===== config.mk =====
export PLATFORM = sky130hd
export DESIGN_NAME = screen_scheduler
export DESIGN_NICKNAME = d
export VERILOG_FILES = /design/src/rtl/screen_scheduler.sv
export SDC_FILE = /design/constraint.sdc
export NUM_CORES = 1
export LEC_CHECK = 0
export ABC_AREA = 1
export CAP_MARGIN = 20
export CORE_MARGIN = 4
export CORE_UTILIZATION = 32
export DETAILED_ROUTE_END_ITERATION = 10
export GPL_ROUTABILITY_DRIVEN = 0
export PLACE_DENSITY_LB_ADDON = 0.15
export SKIP_CTS_REPAIR_TIMING = 1
export SYNTH_ARGS = -nofsm -noshare
export SYNTH_HDL_FRONTEND = slang
export SYNTH_SLANG_ARGS = --single-unit

===== constraint.sdc =====
create_clock -name clk -period 1.3 [get_ports clk]
set_input_delay 0.26 -clock clk [delete_from_list [all_inputs] [get_ports clk]]
set_output_delay 0.26 -clock clk [all_outputs]
set_load 0.01 [all_outputs]

===== src/rtl/screen_scheduler.sv =====
// VGA screen controller: start-button hit test, menu/game state machine and
// a frame-synchronous pixel-stream multiplexer with BRAM-aligned blanking.
module screen_scheduler #(
  parameter logic [9:0] BTN_X0   = 10'd240,
  parameter logic [9:0] BTN_X1   = 10'd399,
  parameter logic [9:0] BTN_Y0   = 10'd300,
  parameter logic [9:0] BTN_Y1   = 10'd359,
  parameter logic [9:0] V_ACTIVE = 10'd480
) (
  input  logic        clk,
  input  logic        rst_n,
  input  logic [9:0]  h_cnt,
  input  logic [9:0]  v_cnt,
  input  logic        valid,
  input  logic [9:0]  mouse_x,
  input  logic [9:0]  mouse_y,
  input  logic        mouse_left,
  input  logic        back_req,
  input  logic [11:0] pixel_menu_in,
  input  logic [11:0] pixel_game_in,
  output logic        mouse_on_start_button,
  output logic        screen_sel,
  output logic        game_start,
  output logic [11:0] pixel_out
);

  typedef enum logic [2:0] {
    MENU      = 3'd0,
    ARMED     = 3'd1,
    PEND_GAME = 3'd2,
    GAME      = 3'd3,
    PEND_MENU = 3'd4
  } state_t;

  state_t      state_reg, state_next;
  logic        mouse_left_d_reg;
  logic        on_btn_reg, on_btn_next;
  logic        screen_sel_reg, screen_sel_next;
  logic        game_start_reg, game_start_next;
  logic        valid_d_reg, sel_d_reg;
  logic [11:0] pixel_reg;

  logic hit, press_evt, release_evt, frame_tick;

  assign hit = (mouse_x >= BTN_X0) && (mouse_x <= BTN_X1) &&
               (mouse_y >= BTN_Y0) && (mouse_y <= BTN_Y1);
  assign press_evt   = mouse_left & ~mouse_left_d_reg;
  assign release_evt = ~mouse_left & mouse_left_d_reg;
  assign frame_tick  = (h_cnt == 10'd0) && (v_cnt == V_ACTIVE);

  // State register plus the registered outputs decoded from it
  always_ff @(posedge clk or negedge rst_n) begin
    if (!rst_n) begin
      state_reg        <= MENU;
      mouse_left_d_reg <= 1'b0;
      on_btn_reg       <= 1'b0;
      screen_sel_reg   <= 1'b0;
      game_start_reg   <= 1'b0;
    end else begin
      state_reg        <= state_next;
      mouse_left_d_reg <= mouse_left;
      on_btn_reg       <= on_btn_next;
      screen_sel_reg   <= screen_sel_next;
      game_start_reg   <= game_start_next;
    end
  end

  // Events win over a coincident frame_tick, so a PEND state always waits a full frame
  always_comb begin
    state_next = state_reg;
    case (state_reg)
      MENU:      if (press_evt && on_btn_reg) state_next = ARMED;
      ARMED: begin
        if (release_evt && on_btn_reg) state_next = PEND_GAME;
        else if (!on_btn_reg)          state_next = MENU;
      end
      PEND_GAME: if (frame_tick) state_next = GAME;
      GAME:      if (back_req)   state_next = PEND_MENU;
      PEND_MENU: if (frame_tick) state_next = MENU;
      default:   state_next = MENU;
    endcase
  end

  always_comb begin
    on_btn_next     = hit && (state_reg == MENU || state_reg == ARMED);
    screen_sel_next = (state_next == GAME) || (state_next == PEND_MENU);
    game_start_next = (state_reg == PEND_GAME) && frame_tick;
  end

  // Pixel inputs arrive one cycle late, so valid and select are delayed to match
  always_ff @(posedge clk or negedge rst_n) begin
    if (!rst_n) begin
      valid_d_reg <= 1'b0;
      sel_d_reg   <= 1'b0;
      pixel_reg   <= 12'h000;
    end else begin
      valid_d_reg <= valid;
      sel_d_reg   <= screen_sel_reg;
      pixel_reg   <= valid_d_reg ? (sel_d_reg ? pixel_game_in : pixel_menu_in) : 12'h000;
    end
  end

  assign mouse_on_start_button = on_btn_reg;
  assign screen_sel            = screen_sel_reg;
  assign game_start            = game_start_reg;
  assign pixel_out             = pixel_reg;

endmodule


==> results.toml <==
[place]
placedCellCount = 245
dpl_cell_area_mm2 = 0.001817
place.port_buffers = 77
dp_hpwl_um = 2349

[finish]
areaGrowthSynthToFinish_pct = 89.46
multi_input_area_um2 = 407.9
fin_area_mm2 = 0.001889
antennaDiodeCount = 0
drive_gt1_frac = 0.06731
largest_reg_flops = 12
stdcell_count = 250
layout.area.seq_um2 = 525.5
fillCellCount = 246
final_util = 0.6568
nets = 278

[worst_setup_path]
path_cells = "nor3_2 -> nand4_1 -> nand2_1 -> nand2_1 -> nand2_1"
worstReg2RegEnd = "screen_sel"
worst-path-buf-inv = 0
cp_top_family = "simple AND/OR/NAND/NOR gates"
crit_type = "reg2reg"
cpMaxStageDelayCell = "dfrtp_1"
worstPathRequired_ps = 1530
startpoint_type = "flop"
cpMostUsedCell = "nand2_1"
endpoint_kind = "flop"
crit_fanout = 6
cp-startpoint = "state_reg[2]"
reg2reg_slack_ps = 150
crit-reg2reg-launch = "state_reg[2]"
worstRegToRegCells = 5
worstPathArrival_ps = 1380
max_stage_delay_ps = 470

[sta]
hold_ws_ps = 291.5
tightest_slew_ps = 361.8
max_freq_ghz = 0.8694
slew_viol_final = 0
hold_viol = 0
min_period_over_period = 0.8848
setup_viol = 0
clock_skew_ps = 6.617
min_period_ps = 1150
timing.slew.headroom = 0.7585
rsz0062_at_grt = "false"

[clock_tree]
h-tree-depth = 1
cts_tree = "done"
cts_made_buffers = 3
clk_pin_slew_ps = 120
clock-sinks = 21
clock_latency_ps = 290
clockRootBuffer = "clkbuf_4"
cts_buffer_depth = 2

[floorplan]
fp.dieH_um = 63.83
io_pins = 84
initial_core_util = 0.3467
die_x_um = 63.83
rows = 19
die-area_mm2 = 0.004074
core_area_mm2 = 0.002877

[detailed_routing]
avgRoutedWirePerCell_um = 11.10
drtAntennaViolNets = 0
num_vias = 1089
drt_iter0_drc = 27
drc = 0
avgViaCountPerCell = 4.356
drt-total-wl_um = 2774
first_pass_iters = 4

[power_and_ir_drop]
vdd_drop_max_mv = 0.4539
p_leak_nw = 1.060
p_per_area_mw_per_mm2 = 755.1
power_mw = 1.427

[yosys]
ys_ff_latch = 21
yosysWarnings = 0
netlist_area_um2 = 997.2
synth_common_cells = "nor2_1, dfrtp_1, nand2_1"
async_flop_share = 1.000
synth_area_leaders = "dfrtp_1, nor2_1, o21ai_0"
synth.largest_area_cell = "dfrtp_1"
synth.most_common_cell = "nor2_1"
syn_avg_cell_area_um2 = 7.791
yosysTopAreaCellShare = 0.5270
ys_dominant_reg_cell = "dfrtp_1"
syn-num-nets = 197
ys_seq_area_frac = 0.5270
yosys.cell_types.count = 18
syn_inst = 128
synth-edff-count = 0

[grt]
grt_pass1_vias = 1093
grt_max_degree = 22
grt-ovfl-total = 0
antenna_found_initial = 0
grt_pass1_wl_um = 4422
track_usage = 0.1324

[worst_hold_path]
hold_path_class = "in2async"

[outcome]
outcome = "complete, no violations"

[run]
timing.max_cap.violations = 0
-- cell families after synthesis --
logic type / Yosys count / synth area share
AO/OA/AOI/OAI: 18 / 0.09536
AND/OR/NAND/NOR: 72 / 0.3137
flip-flops: 21 / 0.5270
buffers and inverters: 17 / 0.06399
-- placed cells by master (no fill, tap or decap), drive strengths merged --
cell / netlist / layout
nor4: 1 / 1
dfrtp: 21 / 21
buf: 0 / 2
clkinv: 0 / 1
nor2: 39 / 39
a21oi: 1 / 1
dlymetal6s2s: 0 / 15
nand3: 4 / 4
nand2: 21 / 21
clkdlybuf4s50: 0 / 62
nand4: 3 / 3
clkbuf: 3 / 3
inv: 14 / 14
a31oi: 1 / 1
nor3: 4 / 4
o21ai: 16 / 16
-- metal layers --
layer	vias up	global-route usage	wire (um)
met5	-	0	0
met4	0	0.03235	23
met3	2	0.04203	244
met2	43	0.2465	1440
met1	477	0.1444	1065
li1	567	-	-
-- layout make-up --
class / count / area share
Multi-Input combinational cell: 90 / 0.2159
Sequential cell: 21 / 0.2781
Tap cell: 42 / 0.02781
Clock buffer: 3 / 0.01192
Inverter: 14 / 0.02781
Clock inverter: 1 / 0.002649
Timing Repair Buffer: 79 / 0.4358
-- power breakdown --
| group | internal, mW | switching, mW | total (mW) |
|---|---|---|---|
| Clock | 0.114 | 0.183 | 0.297 |
| Sequential | 0.701 | 0.0343 | 0.735 |
| Combinational | 0.253 | 0.141 | 0.394 |
| Total | 1.07 | 0.358 | 1.43 |
-- how the worst max path moves through the flow --
| stage | to | slack (ps) | cells after the start |
|---|---|---|---|
| final | screen_sel | 150 | 5 |
| after global routing | screen_sel | 20 | 5 |
| after CTS | mouse_on_start_button | -210 | 1 |
| after detailed placement | screen_sel | -130 | 9 |
| after global placement | screen_sel | -110 | 10 |
| after floorplan | screen_sel | 310 | 6 |
-- stage by stage --
step                      setup slack, ps  setup TNS, ps
after CTS                          -206.0          -2278
after detailed placement           -127.9         -257.4
after floorplan                     310.0              0
after global placement             -105.4         -193.1
after global routing                23.90              0
final                               149.7              0
Power figures use the tool's default switching activity.
